### src/rtl/ysyx_22041461_mem_arb.sv
// ---------------------------------------------------------------------------
// ysyx_22041461_mem_arb
// Two-master / one-slave memory arbiter. It shares the single memory port
// between instruction fetch (IF) and load/store (LS). Only one transaction is
// outstanding at a time. A three-state FSM sequences each transaction:
//   IDLE  : pick a winner and latch its request fields
//   ISSUE : hold mem_req_valid until the memory accepts the request
//   WAIT  : wait for mem_resp_valid, then route the response to the owner
//
// Configuration macro: YSYX_22041461_MEM_ARB_RR_EN
//   defined   -> round-robin on conflict. The master not granted last wins.
//                last_grant resets to IF, so the first conflict goes to LS.
//   undefined -> fixed priority. LS wins every conflict.
//
// Ports
//   clk, rst              clock; synchronous active-low reset
//   if_req_*  / if_addr   fetch request channel (ready only in IDLE)
//   if_resp_* / if_rdata  fetch response, one-cycle pulse
//   ls_req_*  / ls_addr, ls_wen, ls_wdata, ls_wmask   load/store request
//   ls_resp_* / ls_rdata  load data or store acknowledge, one-cycle pulse
//   mem_req_* / mem_addr, mem_wen, mem_wdata, mem_wmask   latched request
//   mem_resp_valid, mem_rdata                             memory response
//   busy                  FSM is not in IDLE
// ---------------------------------------------------------------------------
module ysyx_22041461_mem_arb #(
  parameter int ADDR_W = 64,
  parameter int DATA_W = 64
) (
  input  logic                  clk,
  input  logic                  rst,
  input  logic                  if_req_valid,
  output logic                  if_req_ready,
  input  logic [ADDR_W-1:0]     if_addr,
  output logic                  if_resp_valid,
  output logic [DATA_W-1:0]     if_rdata,
  input  logic                  ls_req_valid,
  output logic                  ls_req_ready,
  input  logic [ADDR_W-1:0]     ls_addr,
  input  logic                  ls_wen,
  input  logic [DATA_W-1:0]     ls_wdata,
  input  logic [DATA_W/8-1:0]   ls_wmask,
  output logic                  ls_resp_valid,
  output logic [DATA_W-1:0]     ls_rdata,
  output logic                  mem_req_valid,
  input  logic                  mem_req_ready,
  output logic [ADDR_W-1:0]     mem_addr,
  output logic                  mem_wen,
  output logic [DATA_W-1:0]     mem_wdata,
  output logic [DATA_W/8-1:0]   mem_wmask,
  input  logic                  mem_resp_valid,
  input  logic [DATA_W-1:0]     mem_rdata,
  output logic                  busy
);

  localparam logic [1:0] ST_IDLE  = 2'd0;
  localparam logic [1:0] ST_ISSUE = 2'd1;
  localparam logic [1:0] ST_WAIT  = 2'd2;

  localparam logic OWN_IF = 1'b0;
  localparam logic OWN_LS = 1'b1;

  logic [1:0]          state_r;
  logic [1:0]          state_nxt_s;
  logic                owner_r;
  logic [ADDR_W-1:0]   addr_r;
  logic                wen_r;
  logic [DATA_W-1:0]   wdata_r;
  logic [DATA_W/8-1:0] wmask_r;

  logic in_idle_s;
  logic conflict_to_ls_s;
  logic grant_if_s;
  logic grant_ls_s;
  logic accept_s;
  logic resp_hit_s;

  assign in_idle_s = (state_r == ST_IDLE);

`ifdef YSYX_22041461_MEM_ARB_RR_EN
  logic last_grant_r;

  // On conflict, LS wins only if IF was the last master granted
  assign conflict_to_ls_s = (last_grant_r == OWN_IF);

  // Remember which master was granted most recently
  always_ff @(posedge clk) begin
    if (!rst) begin
      last_grant_r <= OWN_IF;
    end else if (accept_s) begin
      last_grant_r <= grant_ls_s ? OWN_LS : OWN_IF;
    end
  end
`else
  assign conflict_to_ls_s = 1'b1;
`endif

  // Winner selection. Grants are held off while reset is asserted so that
  // no ready pulse leaks out during reset.
  always_comb begin
    grant_if_s = 1'b0;
    grant_ls_s = 1'b0;
    if (rst && in_idle_s) begin
      if (ls_req_valid && (!if_req_valid || conflict_to_ls_s)) begin
        grant_ls_s = 1'b1;
      end else if (if_req_valid) begin
        grant_if_s = 1'b1;
      end else begin
        grant_if_s = 1'b0;
        grant_ls_s = 1'b0;
      end
    end else begin
      grant_if_s = 1'b0;
      grant_ls_s = 1'b0;
    end
  end

  assign accept_s     = grant_if_s | grant_ls_s;
  assign if_req_ready = grant_if_s;
  assign ls_req_ready = grant_ls_s;

  // Next-state logic for the accept / issue / response sequence
  always_comb begin
    state_nxt_s = state_r;
    case (state_r)
      ST_IDLE: begin
        if (accept_s) begin
          state_nxt_s = ST_ISSUE;
        end else begin
          state_nxt_s = ST_IDLE;
        end
      end
      ST_ISSUE: begin
        if (mem_req_ready) begin
          state_nxt_s = ST_WAIT;
        end else begin
          state_nxt_s = ST_ISSUE;
        end
      end
      ST_WAIT: begin
        if (mem_resp_valid) begin
          state_nxt_s = ST_IDLE;
        end else begin
          state_nxt_s = ST_WAIT;
        end
      end
      default: begin
        state_nxt_s = ST_IDLE;
      end
    endcase
  end

  // State register plus latched request fields. The fields stay frozen from
  // accept until the next accept, so the memory sees a stable request.
  always_ff @(posedge clk) begin
    if (!rst) begin
      state_r <= ST_IDLE;
      owner_r <= OWN_IF;
      addr_r  <= {ADDR_W{1'b0}};
      wen_r   <= 1'b0;
      wdata_r <= {DATA_W{1'b0}};
      wmask_r <= {(DATA_W/8){1'b0}};
    end else begin
      state_r <= state_nxt_s;
      if (accept_s) begin
        owner_r <= grant_ls_s ? OWN_LS : OWN_IF;
        addr_r  <= grant_ls_s ? ls_addr : if_addr;
        wen_r   <= grant_ls_s ? ls_wen : 1'b0;
        wdata_r <= grant_ls_s ? ls_wdata : {DATA_W{1'b0}};
        wmask_r <= grant_ls_s ? ls_wmask : {(DATA_W/8){1'b0}};
      end
    end
  end

  // A response is only meaningful in WAIT. Anything seen earlier is dropped.
  assign resp_hit_s = rst && (state_r == ST_WAIT) && mem_resp_valid;

  // Steer the response to the owner. The data bus is zeroed when idle.
  always_comb begin
    if_resp_valid = 1'b0;
    ls_resp_valid = 1'b0;
    if_rdata      = {DATA_W{1'b0}};
    ls_rdata      = {DATA_W{1'b0}};
    if (resp_hit_s) begin
      if (owner_r == OWN_LS) begin
        ls_resp_valid = 1'b1;
        ls_rdata      = mem_rdata;
      end else begin
        if_resp_valid = 1'b1;
        if_rdata      = mem_rdata;
      end
    end else begin
      if_resp_valid = 1'b0;
      ls_resp_valid = 1'b0;
    end
  end

  assign mem_req_valid = rst && (state_r == ST_ISSUE);
  assign busy          = rst && (state_r != ST_IDLE);
  assign mem_addr      = addr_r;
  assign mem_wen       = wen_r;
  assign mem_wdata     = wdata_r;
  assign mem_wmask     = wmask_r;

endmodule

### config.mk
export PLATFORM = sky130hd
export DESIGN_NAME = ysyx_22041461_mem_arb
export DESIGN_NICKNAME = d
export VERILOG_FILES = /design/src/rtl/ysyx_22041461_mem_arb.sv
export SDC_FILE = /design/constraint.sdc
export NUM_CORES = 1
export LEC_CHECK = 0
export ABC_CLOCK_PERIOD_IN_PS = 1700
export BUFFER_PORTS_ARGS = -buffer_cell sky130_fd_sc_hd__buf_2
export CORE_AREA = 2 2 209 211
export CTS_CLUSTER_SIZE = 16
export DETAILED_ROUTE_END_ITERATION = 7
export DIE_AREA = 0 0 211 213
export GPL_ROUTABILITY_DRIVEN = 0
export HOLD_SLACK_MARGIN = 0.08
export PLACE_DENSITY = 0.43
export SLEW_MARGIN = 20
export SYNTH_ARGS = -nofsm -noshare
export SYNTH_HDL_FRONTEND = slang
export SYNTH_SLANG_ARGS = --single-unit
### constraint.sdc
create_clock -name clk -period 1.7 [get_ports clk]
set_clock_uncertainty 0.1 [all_clocks]
set_input_delay 0.17 -clock clk [delete_from_list [all_inputs] [get_ports clk]]
set_output_delay 0.17 -clock clk [all_outputs]
set_load 0.05 [all_outputs]
==> flow_summary.rst <==
.. list-table::
   :header-rows: 1

   * - Metric
     - Value
   * - RSZ-0062 raised after global routing
     - true
   * - Clock transition at the register clock pins on the worst setup and hold paths after CTS
     - ~0.07 ns
   * - 1st-iter DRT viols
     - between 300 and 400
   * - Endpoint of the lowest-slack register-to-register path
     - mem_addr[20]
   * - Max transition margin
     - 68.0%
   * - Height of the die
     - around 210 um
   * - Most frequent cells in the layout
     - 406 x sky130_fd_sc_hd__buf_2, 206 x sky130_fd_sc_hd__dlygate4sd3_1, 138 x sky130_fd_sc_hd__dfxtp_1
   * - Die Footprint
     - around 45000 sq um
   * - Cell type of the slowest stage on the worst timing path
     - sky130_fd_sc_hd__dfxtp_2
   * - Largest cells by area after synthesis
     - sky130_fd_sc_hd__dfxtp_1 43%, sky130_fd_sc_hd__o221ai_2 14%, sky130_fd_sc_hd__and2_1 12%
   * - Gate count after technology mapping
     - roughly 600
   * - Time the worst path needs with I/O delays and setup
     - 2.09 ns
   * - Reg-to-reg startpoint
     - state_r[0]
   * - TritonCTS clock tree
     - done
   * - Final setup vio count
     - approximately 260
   * - Max FO, Critical Path
     - 65
   * - Top-level I/O count
     - 542
   * - Power share of the sequential group
     - 33.9%
   * - Net switching share of the total power
     - around 35%
   * - Largest net degree at the start of global routing
     - between 60 and 70
   * - Relative area change from synthesis to final layout
     - 117%
   * - Maximum single-stage delay on the critical path
     - ~0.35 ns
   * - Global routing usage summed across all routing layers
     - between 10 and 15%
   * - Warning count from the yosys run
     - 0
   * - Result of the run
     - complete, but fails checks
   * - Worst hold-check slack
     - about 0.13 ns
   * - Number of clock sinks
     - 140
   * - Critical Path AT
     - around 1.8 ns
   * - Post-Route Setup TNS
     - -53.43 ns
   * - Nets in the synthesized netlist
     - 887
   * - Startpoint type of the worst setup path
     - flop
   * - Initial standard-cell utilization of the core
     - about 15%
   * - Overflow left after global routing
     - 0
   * - Depth of the worst register-to-register path
     - 6
   * - Cell Area, Synth
     - 6480 sq um
   * - I/O Buffers
     - 541
   * - Fraction of layout cells with a size suffix above 1
     - between 60% and 70%
   * - Number of distinct library cells after synthesis
     - 29
   * - Placed inst area
     - roughly 10000 sq um
   * - Diode insertion count for antenna repair
     - 0
   * - Startpoint-to-endpoint class of the critical path
     - flop to primary output
   * - Buffer depth of the longest clock path
     - 2
   * - Maximum resistive drop on vdd
     - about 500 uV
   * - Total of max-cap violations
     - 0
   * - CTS root buf
     - sky130_fd_sc_hd__clkbuf_16
   * - Core region area
     - 42700 sq um
   * - Net switching component of the power
     - around 3.8 mW
   * - Violated checks
     - negative setup slack
   * - Minimum setup slack in the final design
     - -0.394 ns
   * - Actual transition at the worst max-transition pin
     - 0.480 ns
   * - Number of global-route vias before repair
     - ~7800
   * - Final clock period utilization by the worst path
     - 123%
   * - Via density per instance
     - 3.94
   * - Non-filler cells, final
     - just under 2000
   * - Number of nets in the layout
     - around 1600
   * - Avg WL per Cell
     - ~16 um
   * - First-pass GRT wire length
     - ~44 mm
   * - Sequential element share of the synthesized area
     - a little over two fifths
   * - DPL Wire Length
     - ~21 mm
   * - Cell chain of the critical path
     - nand3_2 -> nor3_2 -> clkbuf_16 -> and2_2 -> buf_12
   * - Worst min path class
     - primary input to flop
   * - Most frequent standard cell in the layout excluding fill and tap cells
     - sky130_fd_sc_hd__buf_2
   * - Pre-antenna DRT Iters
     - 4
   * - Synthesized flop and latch total
     - 140
   * - Post-layout util
     - between 30 and 40%
   * - Synthesized area per cell
     - 10.5 sq um
   * - Destination of the critical timing path
     - if_rdata[54]
   * - Number of nets still failing antenna checks after routing
     - 0
   * - Pre-CTS worst setup slack
     - -0.0569 ns
   * - Pins over their slew limit
     - 0
   * - Final Routed Wirelength
     - between 30 and 40 mm
   * - Final Total Pwr
     - around 11 mW
   * - Pwr/cell area
     - approximately 800 nW/um^2
   * - Relative contribution of combinational cells to total power
     - 30.4%
   * - Number of antenna violations at the first check in global routing
     - 2
   * - Later-pin clock latency in the skew report
     - around 0.43 ns
   * - Number of buffers added by the clock tree synthesis step
     - 17
   * - Die Wd
     - between 200 and 250 um
   * - Crit end category
     - primary output
   * - Via count of the routed design
     - around 7600
   * - Launching element of the worst setup path
     - state_r[1]
   * - Clock H-tree levels
     - 4
   * - Cell taking the most area after synthesis
     - sky130_fd_sc_hd__dfxtp_1
   * - Share of Yosys cell area claimed by the top area cell type
     - between 40 and 50%
   * - Fin. Hold Viols
     - 0
   * - Internal reg-to-reg setup slack
     - -0.18 ns
   * - Number of placed instances with taps included
     - 1671
   * - Maximum clock frequency
     - between 0.4 and 0.5 GHz
   * - Internal portion of total power
     - ~7.2 mW
   * - Number of DRC violations after detailed routing
     - 0
   * - LEAKAGE
     - 6.41 nW
   * - Required time of the worst setup path
     - ~1.4 ns
   * - Final instance area
     - 14000 sq um
   * - Standard-cell rows
     - between 70 and 80
   * - Clock power share
     - a little over a third
==> power by group through the flow <==
stage | Sequential, mW | Clock, mW | Combinational, mW
global placement | 3.78 | 0 | 2.86
floorplan | 4.72 | 0 | 0.969
CTS | 3.71 | 4.11 | 3.26
finish | 3.72 | 3.92 | 3.33
global route | 3.75 | 4.24 | 3.53
detailed placement | 3.78 | 0 | 2.86
==> cells in the mapped netlist <==
cell and n:
sky130_fd_sc_hd__dfxtp_1 140, sky130_fd_sc_hd__and2_1 129, sky130_fd_sc_hd__a22o_1 73, sky130_fd_sc_hd__inv_1 66, sky130_fd_sc_hd__a21oi_2 59, sky130_fd_sc_hd__o221ai_2 59
sky130_fd_sc_hd__clkbuf_1 23, sky130_fd_sc_hd__buf_2 15, sky130_fd_sc_hd__buf_4 7, sky130_fd_sc_hd__buf_6 7, sky130_fd_sc_hd__a21oi_1 6, sky130_fd_sc_hd__buf_8 6
sky130_fd_sc_hd__nor2_1 5, sky130_fd_sc_hd__o221ai_1 4, sky130_fd_sc_hd__nor3b_1 2, sky130_fd_sc_hd__o21ai_0 2, sky130_fd_sc_hd__clkbuf_2 1, sky130_fd_sc_hd__nand2_1 1
sky130_fd_sc_hd__nand2b_1 1, sky130_fd_sc_hd__nand3_1 1, sky130_fd_sc_hd__nor2b_1 1, sky130_fd_sc_hd__nor3_1 1, sky130_fd_sc_hd__o21a_1 1, sky130_fd_sc_hd__o221a_2 1
sky130_fd_sc_hd__o31a_1 1, sky130_fd_sc_hd__or2_4 1, sky130_fd_sc_hd__or3_1 1, sky130_fd_sc_hd__or3b_1 1, sky130_fd_sc_hd__or4b_1 1
==> flip-flops by register name (all words and copies together) (netlist names) <==
signal / cells
mem_addr: 64
state_r: 2
mem_wen: 1
owner_r: 1
mem_wdata: 64
mem_wmask: 8
==> cell type report <==
cell class	count	area [sq um]
well taps	546	683
clock inverters	12	163
inverters	66	248
clock buffers	18	439
flip-flops and latches	140	2810
fillers	4301	28600
multi-input cells	351	3350
repair buffers	790	6360
==> routing by layer <==
layer / share of wire [%] / vias up / wire, um / track usage, %
met3: 8.0 / 32 / 2510 / 4.44
met1: 42 / 3542 / 13300 / 15.9
met5: 0.085 / - / 27 / 0
li1: - / 3673 / - / -
met2: 48 / 326 / 15200 / 21.2
met4: 1.6 / 4 / 506 / 3.52
==> worst max-delay path: cells and delay by family (launching register included) <==
| family | cells | cell delay (ns) |
|---|---|---|
| and+or+nand+nor | 3 | 0.56 |
| DFF | 1 | 0.35 |
| buffers and inverters | 2 | 0.45 |
==> what timing repair did <==
| item | 4_1_cts | 5_1_grt |
|---|---|---|
| cloned | 2 | 6 |
| hold buffers | 206 | 0 |
| buffers inserted | 4 | 5 |
| gates resized for setup | 187 | 173 |
| pin swaps | 1 | 56 |
| setup endpoints to repair | 159 | 271 |
| hold endpoints to repair | 140 | 0 |
==> kinds of logic after synthesis <==
logic type | share of synthesized area, %
DFF | 43.2
buffers and inverters | 9.80
AOI/OAI and AO/OA | 33.1
and+or+nand+nor | 13.9
==> how the worst min path moves through the flow <==
stage                        from             to  depth (start not counted)
finish                ls_addr[36]   mem_addr[36]                          4
global route          ls_addr[36]   mem_addr[36]                          4
CTS                   ls_addr[36]   mem_addr[36]                          4
detailed placement   ls_wdata[41]  mem_wdata[41]                          2
global placement     ls_wdata[41]  mem_wdata[41]                          2
floorplan           mem_req_ready     state_r[0]                          1
(Power assumes the default switching activity.)
